<file path="config.mk">
export PLATFORM = sky130hd
export DESIGN_NAME = upload_unpacker
export DESIGN_NICKNAME = d
export VERILOG_FILES = /design/src/rtl/upload_unpacker.sv
export SDC_FILE = /design/constraint.sdc
export NUM_CORES = 1
export LEC_CHECK = 0
export CAP_MARGIN = 20
export CORE_ASPECT_RATIO = 1.75
export CORE_MARGIN = 2
export CORE_UTILIZATION = 50
export CTS_CLUSTER_SIZE = 8
export DETAILED_ROUTE_END_ITERATION = 8
export DONT_BUFFER_PORTS = 1
export GPL_TIMING_DRIVEN = 0
export PLACE_DENSITY = 0.72
export REMOVE_ABC_BUFFERS = 1
export SYNTH_ARGS = -nofsm -noshare
export SYNTH_HDL_FRONTEND = slang
export SYNTH_SLANG_ARGS = --single-unit
</file>
<file path="constraint.sdc">
create_clock -name clk -period 2.2 [get_ports clk]
set_clock_uncertainty 0.15 [all_clocks]
set_input_delay 0.22 -clock clk [delete_from_list [all_inputs] [get_ports clk]]
set_output_delay 0.22 -clock clk [all_outputs]
set_load 0.005 [all_outputs]
</file>
<file path="src/rtl/upload_unpacker.sv">
// Framed upload stream unpacker: strips the AA 44 header, passes payload through with zero latency,
// verifies the trailing additive checksum and reports framing status as single-cycle pulses.
module upload_unpacker #(
  parameter int unsigned MAX_LEN     = 256,
  parameter int unsigned TIMEOUT_CYC = 1000
) (
  input  logic       clk,
  input  logic       rst_n,
  input  logic [7:0] i_in_data,
  input  logic       i_in_valid,
  output logic       o_in_ready,
  output logic [7:0] o_out_data,
  output logic [7:0] o_out_source,
  output logic       o_out_valid,
  input  logic       i_out_ready,
  output logic       o_out_sof,
  output logic       o_out_eof,
  output logic       o_frame_ok,
  output logic       o_frame_err,
  output logic       o_len_err,
  output logic       o_timeout_err
);

  localparam int unsigned TW = $clog2(TIMEOUT_CYC + 2);

  typedef enum logic [2:0] {StIdle, StH1, StSrc, StLenH, StLenL, StData, StCksum} state_e;

  state_e        r_state, w_state_next;
  logic [7:0]    r_source, r_len_hi, r_sum;
  logic [15:0]   r_len, r_remaining;
  logic [TW-1:0] r_timer;
  logic          r_frame_ok, r_frame_err, r_len_err, r_timeout_err;

  logic          w_xfer, w_len_bad, w_timeout;
  logic [15:0]   w_len;
  logic [TW-1:0] w_timer_inc;

  // Payload is a combinational pass-through; backpressure goes straight upstream.
  assign o_in_ready  = (r_state == StData) ? i_out_ready : 1'b1;
  assign o_out_valid = (r_state == StData) && i_in_valid;
  assign o_out_data  = i_in_data;
  assign o_out_sof   = o_out_valid && (r_remaining == r_len);
  assign o_out_eof   = o_out_valid && (r_remaining == 16'd1);
  assign o_out_source = r_source;

  assign o_frame_ok    = r_frame_ok;
  assign o_frame_err   = r_frame_err;
  assign o_len_err     = r_len_err;
  assign o_timeout_err = r_timeout_err;

  assign w_xfer      = i_in_valid && o_in_ready;
  assign w_len       = {r_len_hi, i_in_data};
  assign w_len_bad   = (w_len == 16'd0) || (32'(w_len) > MAX_LEN);
  assign w_timer_inc = r_timer + TW'(1);
  // Any cycle without an input transfer (idle or stalled) counts towards the timeout.
  assign w_timeout   = (TIMEOUT_CYC != 0) && (r_state != StIdle) && !w_xfer &&
                       (w_timer_inc == TW'(TIMEOUT_CYC));

  always_ff @(posedge clk or negedge rst_n) begin
    if (!rst_n) begin
      r_state <= StIdle;
    end else begin
      r_state <= w_state_next;
    end
  end

  always_comb begin
    w_state_next = r_state;
    if (w_timeout) begin
      w_state_next = StIdle;
    end else if (w_xfer) begin
      case (r_state)
        StIdle:  if (i_in_data == 8'hAA) w_state_next = StH1;
        StH1: begin
          if (i_in_data == 8'h44)      w_state_next = StSrc;
          else if (i_in_data != 8'hAA) w_state_next = StIdle;
        end
        StSrc:   w_state_next = StLenH;
        StLenH:  w_state_next = StLenL;
        StLenL:  w_state_next = w_len_bad ? StIdle : StData;
        StData:  if (r_remaining == 16'd1) w_state_next = StCksum;
        StCksum: w_state_next = StIdle;
        default: w_state_next = StIdle;
      endcase
    end
  end

  always_ff @(posedge clk or negedge rst_n) begin
    if (!rst_n) begin
      r_source      <= 8'h00;
      r_len_hi      <= 8'h00;
      r_sum         <= 8'h00;
      r_len         <= 16'd0;
      r_remaining   <= 16'd0;
      r_timer       <= '0;
      r_frame_ok    <= 1'b0;
      r_frame_err   <= 1'b0;
      r_len_err     <= 1'b0;
      r_timeout_err <= 1'b0;
    end else begin
      r_frame_ok    <= 1'b0;
      r_frame_err   <= 1'b0;
      r_len_err     <= 1'b0;
      r_timeout_err <= w_timeout;

      if (r_state == StIdle || w_xfer || w_timeout) begin
        r_timer <= '0;
      end else begin
        r_timer <= w_timer_inc;
      end

      if (r_state == StH1) begin
        r_sum <= 8'h00;
      end

      if (w_xfer) begin
        case (r_state)
          StSrc: begin
            r_source <= i_in_data;
            r_sum    <= r_sum + i_in_data;
          end
          StLenH: begin
            r_len_hi <= i_in_data;
            r_sum    <= r_sum + i_in_data;
          end
          StLenL: begin
            r_len       <= w_len;
            r_remaining <= w_len;
            r_sum       <= r_sum + i_in_data;
            r_len_err   <= w_len_bad;
          end
          StData: begin
            r_remaining <= r_remaining - 16'd1;
            r_sum       <= r_sum + i_in_data;
          end
          StCksum: begin
            r_frame_ok  <= (r_sum == i_in_data);
            r_frame_err <= (r_sum != i_in_data);
          end
          default: ;
        endcase
      end
    end
  end

endmodule
</file>
==> results.yml, run 1 <==
logic_synthesis:
  ys_ff_latch: 73
  yosysWarnings: 0
  syn_inst: 459
  synth_edf_count: 0
  ys_types: 61
  ys.flop_type: "dfrtp_1"
  yosysSeqAreaShare_pct: 42.0
  synth_async_sr_flop_share_pct: 100
  syn_area_per_cell_sq_um: 9.49
  synth_area_sq_mm: 0.00435
final_layout:
  nFillCells: 721
  finalNetCount: 493
  final_cell_mix: "64 x dfrtp_1, 49 x nand2_1, 30 x nor2_1, 25 x o21ai_0, 23 x mux2_2"
  mostFrequentLayoutCell: "dfrtp_1"
  drive_gt1_share_pct: 20.3
  area_growth_pct: 18.1
  antennaDiodeCount: 0
  post-route-util_pct: 60.1
job:
  drv_cap: 0
route:
  detail-route-antenna-nets: 0
  num_vias: 3705
  drc: 0
  wirelength_microns: 12000
  drt_iter0_drc: 311
  drt_first_pass_iters: 5
  wl_per_cell_microns: 20.4
  vias_per_cell: 6.27
worst_setup_path:
  cp_max_fo: 5
  cp.required_ns: 1.83
  cp_data_arrival_time_ns: 1.78
  worstSetupPathType: "flop to output pin"
  cp-start-kind: "flop"
  end_kind: "output pin"
floorplanning:
  start_util_pct: 50.9
  row_count: 45
  dieArea_sq_mm: 0.00950
  io-pin-count: 36
  die-width_microns: 74.5
  core_sq_mm: 0.00856
  die_y_microns: 127
sta:
  period_share_pct: 97.6
  setup_viol: 0
  final_max_slew_viol_count: 0
  worst_slew_pin_slew_ns: 0.818
  setup_ws_ns: 0.0536
  hold_viol_final: 0
  fin_crit_ns: 2.15
  tns_ns: 0
  max_freq_mhz: 466
  max-slew-margin-rel_pct: 45.5
global_routing:
  track_usage_pct: 26.3
  grt_max_degree: 74
  antenna_found_initial: 0
  grt_pass1_vias: 3723
  grt_pass1_wl_microns: 18700
  gr-total-overflow: 0
min_path:
  hold_path_class: "input port to flop"
clock_tree:
  root_buffer: "clkbuf_16"
  cts_buffer_depth: 2
  cts_buffers: 9
  insertion_delay_ns: 0.34
  cts_tree: "yes"
  clkSinkCount: 73
  path_clk_slew_ns: 0.06
  cts_max_level: 3
place:
  dp_slack_ns: -0.799
  gp_congestion: 0.884
  dpl.hpwl_microns: 7420
  portBuffers: 0
pwr:
  p_leak_nw: 2.15
  ir_drop_v: 0.000586
  power_density_mw_per_mm2: 1250
run_status:
  status: "completed"
-- what timing repair did --
| action | 4_1_cts | 5_1_grt |
|---|---|---|
| gates resized for setup | 24 | 17 |
| hold endpoints to repair | 107 | 0 |
| hold buffers | 12 | 0 |
| setup buffers | 5 | 14 |
| endpoints found under the setup margin | 47 | 19 |
| pin swaps | 4 | 4 |
| cloned | 2 | 0 |
-- layer usage --
metal / share of wire [%] / GRT usage, %
met1: 35 / 27.8
met2: 55 / 45.2
met3: 4.9 / 5.91
met4: 5.5 / 17.2
met5: 0 / 0
-- cells in the mapped netlist, drive strengths merged, types with 13 or more instances --
library cell,n,area share (%)
o21ai,26,3.0
xor2,13,2.6
buf,23,3.6
a21oi,17,2.0
nor2,32,2.8
nor3,13,1.5
nand2,49,4.2
nand3,17,2.0
inv,13,1.1
xnor2,18,3.6
mux2,23,5.9
dfrtp,73,42
-- registers in the layout (all words and copies together), names as in the netlist, 3 cells and up --
| signal | cells |
|---|---|
| r_len | 16 |
| r_remaining | 16 |
| r_timer | 10 |
| o_out_source | 8 |
| r_len_hi | 8 |
| r_sum | 8 |
| r_state | 3 |
-- path summary, 6_finish.rpt --
kind | startpoint | cells after the start | to | slack (ns)
setup / recovery | r_remaining[9] | 3 | o_out_eof | 0.05
hold / removal | i_in_valid | 2 | o_len_err | 0.03
setup reg to reg | r_timer[1] | 7 | r_timer[5] | 0.05
hold reg to reg | r_sum[2] | 2 | r_sum[2] | 0.36
max in group asynchronous | rst_n | 2 | r_remaining[0] | 1.29
min in group asynchronous | rst_n | 2 | r_remaining[13] | 0.28
-- report_power, final --
group / switching [mW] / internal, mW / leakage, nW / total [mW]
logic: 1.16 / 1.10 / 1.05 / 2.26
registers: 0.687 / 1.83 / 0.931 / 2.52
clock network: 0.564 / 1.09 / 0.169 / 1.65
total: 2.41 / 4.01 / 2.15 / 6.43
-- area by class of cell --
cell class,count,area [sq um],share of cell area [%]
inverters,13,48.8,0.949
flip-flops and latches,73,1840,35.7
multi-input cells,340,2460,47.8
clock buffers,12,267,5.18
well taps,117,146,2.85
repair buffers,32,313,6.08
clock inverters,4,73.8,1.44
-- critical path: stages (launching register included) --
cell	delay, ns
dfrtp_2	0.45
or4_4	0.57
nor4_2	0.24
and2_1	0.18
-- stage by stage --
stage / cell area [sq um] / std cells / power, mW / hold slack [ns]
6_report: 5140 / 591 / 6.43 / 0.0350
5_1_grt: 5140 / 591 / 6.77 / 0.0394
4_1_cts: 4950 / 577 / 6.20 / 0.0284
3_5_place_dp: 4310 / 542 / 4.36 / -0.223
3_3_place_gp: 4300 / 541 / 4.27 / -0.222
2_1_floorplan: 4150 / 424 / 3.80 / -0.226
-- kinds of logic (layout without fill, tap and decap cells) --
group                    Yosys count  count (layout)  share of synthesized area [%]
multiplexers                      26              26                           6.64
buffers and inverters             48              61                           5.72
flip-flops                        73              73                           42.0
AND/OR/NAND/NOR                  171             173                           20.9
XOR/XNOR                          31              31                           6.24
AO/OA/AOI/OAI                     98              98                           14.9
adder cells (fa/ha/maj)           12              12                           3.62
Power figures use the tool's default switching activity.
==> inputs of run 2 (changes only) <==
Settings changed: GPL_TIMING_DRIVEN 0 to unset.
==> run 2 against run 1 <==
Effect of this change: global-route usage is 0.59 points higher; cell count increased by 1.4%; cell area fell by 0.83%; critical path type unchanged; die area is the same; critical endpoint unchanged; clock power decreased by 5%; first-iteration DRC count grew 39%; fmax rose by 0.46%; worst hold slack improved by 0.0011 ns; combinational power up 5%; sequential power shrank 4%; highest routed layer unchanged; register-to-register slack is essentially flat.
==> results.yml, run 2 (synthesis gave the netlist of run 1 again) <==
global_routing:
  antenna_found_initial: 0
  grt_max_degree: 74
  grt_pass1_vias: 3757
  gr-total-overflow: 0
  grt_pass1_wl_microns: 19200
  track_usage_pct: 26.9
worst_setup_path:
  rr_worst_depth: 6
  rrSetupSlack_ns: 0.06
  cp_max_fo: 4
  cp-start-kind: "flop"
  worstReg2RegEnd: "r_state[2]"
  cp_data_arrival_time_ns: 1.77
  end_kind: "output pin"
  timing.rr.start: "r_timer[2]"
  worstSetupPathType: "flop to output pin"
  cp.required_ns: 1.83
place:
  dp.cells: 566
  portBuffers: 0
  gp_congestion: 0.939
  dpl.hpwl_microns: 7960
sta:
  tns_ns: 0
  setup_viol: 0
  period_share_pct: 97.1
  hold_viol_final: 0
  max_freq_mhz: 468
  final_max_slew_viol_count: 0
  fin_crit_ns: 2.14
  max-slew-margin-rel_pct: 68.6
  worst_slew_pin_slew_ns: 0.466
route:
  vias_per_cell: 6.29
  drt_iter0_drc: 433
  drt_first_pass_iters: 5
  num_vias: 3765
  drc: 0
  detail-route-antenna-nets: 0
  wirelength_microns: 12100
  wl_per_cell_microns: 20.2
clock_tree:
  insertion_delay_ns: 0.34
  cts_buffers: 9
  cts_max_level: 3
  path_clk_slew_ns: 0.06
  clkSinkCount: 73
  cts_buffer_depth: 2
  root_buffer: "clkbuf_16"
  cts_tree: "yes"
final_layout:
  final_cell_mix: "68 x dfrtp_1, 49 x nand2_1, 32 x nor2_1, 29 x buf_4, 26 x o21ai_0"
  drive_gt1_share_pct: 18.9
  area_growth_pct: 17.2
  finalNetCount: 502
  post-route-util_pct: 59.6
  antennaDiodeCount: 0
  mostFrequentLayoutCell: "dfrtp_1"
  top_regs: "r_len x16, r_remaining x16, r_timer x10"
  fin_cells: 599
min_path:
  min_from: "i_in_data[7]"
  hold_path_class: "input port to flop"
  hold_depth: 3
  hold_end: "r_sum[7]"
run_status:
  status: "completed"
floorplanning:
  io-pin-count: 36
  die_y_microns: 127
  row_count: 45
  dieArea_sq_mm: 0.00950
  die-width_microns: 74.5
  start_util_pct: 50.9
  core_sq_mm: 0.00856
pwr:
  power_density_mw_per_mm2: 1240
  p_leak_nw: 2.15
  power.total_mw: 6.35
  ir_drop_v: 0.000684
job:
  drv_cap: 0
run 2: cell types whose count changed in the layout (fill, tap and decap cells not counted), sizes merged:
| cell | before | now |
|---|---|---|
| clkbuf | 12 | 9 |
| clkinv | 2 | 3 |
| nand3b | 3 | 2 |
| clkinvlp | 0 | 1 |
| buf | 21 | 32 |
| and3b | 3 | 2 |
run 2: through the flow:
step                      setup WS (ns)  cell area [sq um]  hold WS [ns]
final                            0.0633               5100        0.0360
after CTS                        0.0231               4990        0.0257
after global placement            0.101               4510        -0.222
after floorplan                  -0.245               4150        -0.226
after global routing            -0.0789               5100        0.0346
after detailed placement         0.0774               4510        -0.223
run 2: repair_timing:
action / CTS / global route
pin swaps: 1 / 5
hold buffers: 12 / 0
gates resized for setup: 4 / 16
endpoints found under the setup margin: 8 / 17
buffers inserted: 1 / 4
cloned: 0 / 1
hold endpoints to repair: 106 / 0
run 2: layer usage:
layer  track usage, %  wire (microns)
met5                0               0
met4             15.2             704
met3             5.84             588
met2             47.3            6530
met1             28.7            4260
run 2: critical path: stages (launching register included):
cell	delay, ns
dfrtp_2	0.43
or4_4	0.56
nor4_1	0.26
and2_1	0.18
run 2: cell type report:
type	instances	area, sq um
inverter	13	48.8
fill	727	3460
sequential	73	1830
clock buffer	9	225
timing repair buffer	43	395
multi-input combinational	338	2360
clock inverter	6	93.8
tap	117	146
run 2: power by group:
part           total [mW]  internal [mW]  switching, mW
clock                1.57          0.992          0.581
sequential           2.41           1.83          0.581
combinational        2.37           1.15           1.22
run 2: worst max path at each step:
stage,startpoint,to,cells after the start,slack [ns]
detailed placement,r_timer[0],r_state[0],7,0.08
floorplan,r_state[2],r_len[1],4,-0.24
CTS,r_state[1],o_out_sof,6,0.02
global placement,r_remaining[1],r_remaining[14],7,0.10
finish,r_remaining[9],o_out_eof,3,0.06
global route,r_timer[2],r_timer[5],6,-0.08
==> inputs of run 3 (changes only) <==
Settings changed: ABC_AREA set to 1, CAP_MARGIN 20 to 10.
==> run 3 against run 2 <==
Effect of this change: critical endpoint unchanged; non-clock buffer count fell by 21; global-route usage fell by 1.3 points; fmax fell by 2.1%; synthesized area fell by 2.0%; critical path depth rose by 2; power fell by 3.0%; cell count rose by 12%; critical path type unchanged; cell area fell by 4.6%; sequential share of layout area rose by 1.6 points; sequential cell count did not move.
==> results.yml, run 3 <==
run_status:
  status: "completed"
clock_tree:
  cts_tree: "yes"
  cts_max_level: 3
  cts_buffers: 9
  clkSinkCount: 73
  path_clk_slew_ns: 0.06
  insertion_delay_ns: 0.34
  root_buffer: "clkbuf_16"
  cts_buffer_depth: 2
route:
  drt_iter0_drc: 242
  drc: 0
  wl_per_cell_microns: 16.9
  wirelength_microns: 11300
  vias_per_cell: 5.65
  detail-route-antenna-nets: 0
  num_vias: 3782
  drt_first_pass_iters: 5
logic_synthesis:
  synth_common_cells: "114 x nand2_1, 73 x dfrtp_1, 60 x inv_1"
  synth_async_sr_flop_share_pct: 100
  ys_ff_latch: 73
  synth_edf_count: 0
  yosysSeqAreaShare_pct: 42.8
  yosysMostFrequentCell: "nand2_1"
  synth_top_area_share_pct: 42.8
  ys_types: 41
  ys_top_cells_by_area: "dfrtp_1 43%, nand2_1 10%, o21ai_0 5.6%"
  syn_inst: 536
  syn_area_per_cell_sq_um: 7.96
  yosysWarnings: 0
  synth_area_sq_mm: 0.00427
  ys.flop_type: "dfrtp_1"
  yosysTopAreaCell: "dfrtp_1"
place:
  portBuffers: 0
  dp.cells: 639
  dpl.hpwl_microns: 8220
  gp_congestion: 0.987
  place_area_sq_mm: 0.00434
final_layout:
  antennaDiodeCount: 0
  final_cell_mix: "114 x nand2_1, 72 x dfrtp_1, 60 x inv_1, 47 x o21ai_0, 37 x nor2_1"
  finalNetCount: 573
  postLayoutCellArea_sq_mm: 0.00487
  top_regs: "r_len x16, r_remaining x16, r_timer x10"
  mostFrequentLayoutCell: "nand2_1"
  nFillCells: 715
  fin_cells: 669
  area_growth_pct: 14.0
  drive_gt1_share_pct: 14.1
floorplanning:
  die-width_microns: 73.8
  dieArea_sq_mm: 0.00932
  io-pin-count: 36
  core_sq_mm: 0.00831
  start_util_pct: 51.3
  die_y_microns: 126
  row_count: 44
worst_setup_path:
  worstReg2RegEnd: "r_state[2]"
  cp.required_ns: 1.83
  cp_data_arrival_time_ns: 1.81
  rrSetupSlack_ns: 0.09
  cp_max_fo: 5
  worstSetupPathType: "flop to output pin"
  rr_worst_depth: 10
  timing.rr.start: "r_remaining[6]"
  cp-start-kind: "flop"
  end_kind: "output pin"
global_routing:
  grt_max_degree: 74
  antenna_found_initial: 0
  gr-total-overflow: 0
  track_usage_pct: 25.6
  grt_pass1_wl_microns: 17900
  grt_pass1_vias: 3647
sta:
  hold_viol_final: 0
  tns_ns: 0
  max_freq_mhz: 458
  final_max_slew_viol_count: 0
  worst_slew_pin_slew_ns: 0.487
  grt_setup_unrepaired: "true"
  hold_slack_ns: 0.0115
  max-slew-margin-rel_pct: 67.5
  period_share_pct: 99.2
  fin_crit_ns: 2.18
  setup_viol: 0
min_path:
  hold_depth: 3
  hold_end: "r_sum[0]"
  hold_path_class: "input port to flop"
  min_from: "i_in_data[0]"
job:
  drv_cap: 0
pwr:
  p_leak_nw: 2.23
  power_density_mw_per_mm2: 1260
  ir_drop_v: 0.000821
[run 3: what timing repair did]
item                       4_1_cts  5_1_grt
hold endpoints to repair        81        0
setup buffers                    0        4
setup endpoints to repair        1       16
gates resized for setup          1       11
hold buffers                     9        0
pin swaps                        0        6
cloned                           0        1
[run 3: cells by family (layout without fill, tap and decap cells)]
group	after synthesis	in the layout	share of synthesized area, %
adder cells (fa/ha/maj)	12	12	3.69
flip-flops	73	73	42.8
XOR/XNOR	15	15	3.08
AO/OA/AOI/OAI	111	111	15.6
AND/OR/NAND/NOR	237	238	25.2
buffers and inverters	88	105	9.67
[run 3: how the worst max path moves through the flow]
stage                     from         endpoint  slack [ns]  cells past startpoint
3_5_place_dp    r_remaining[1]  r_remaining[12]        0.11                      8
4_1_cts        r_remaining[10]        o_out_sof        0.02                      5
3_3_place_gp          r_sum[0]         r_sum[6]        0.15                      9
5_1_grt         r_remaining[6]        o_out_eof       -0.03                      5
6_report        r_remaining[6]        o_out_eof        0.02                      5
2_1_floorplan       r_state[1]         r_len[0]        0.12                     11
[run 3: worst max-delay path, cell delays in order (launching register included)]
cell and delay (ns):
dfrtp_1 0.42, inv_1 0.17, nand3_1 0.17, nor2_2 0.17
nand4_1 0.29, nor3_2 0.25
[run 3: metrics by stage]
stage	util, %	setup WS (ns)	total power, mW
floorplan	-	0.121	3.66
global placement	52.2	0.150	4.26
detailed placement	52.2	0.110	4.32
CTS	57.6	0.0154	6.07
global route	58.5	-0.0279	6.53
finish	58.5	0.0178	6.15
[run 3: cell type report]
class / count / area, sq um / share of cell area (%)
multi-input combinational: 376 / 2080 / 42.6
sequential: 73 / 1830 / 37.6
inverter: 67 / 256 / 5.27
clock buffer: 11 / 243 / 4.99
timing repair buffer: 22 / 218 / 4.47
tap: 115 / 144 / 2.96
clock inverter: 5 / 103 / 2.11
[run 3: routing by layer]
layer | GRT usage [%] | part of all wire [%] | vias up
met1 | 27.7 | 36 | 1790
met4 | 17.5 | 7.1 | 0
met2 | 43.8 | 52 | 150
met3 | 4.40 | 4.9 | 44
li1 | - | - | 1798
met5 | 0 | 0 | -
[run 3: power by group]
group | internal, mW | switching (mW)
Combinational | 0.794 | 1.42
Sequential | 1.81 | 0.434
Clock | 1.14 | 0.558
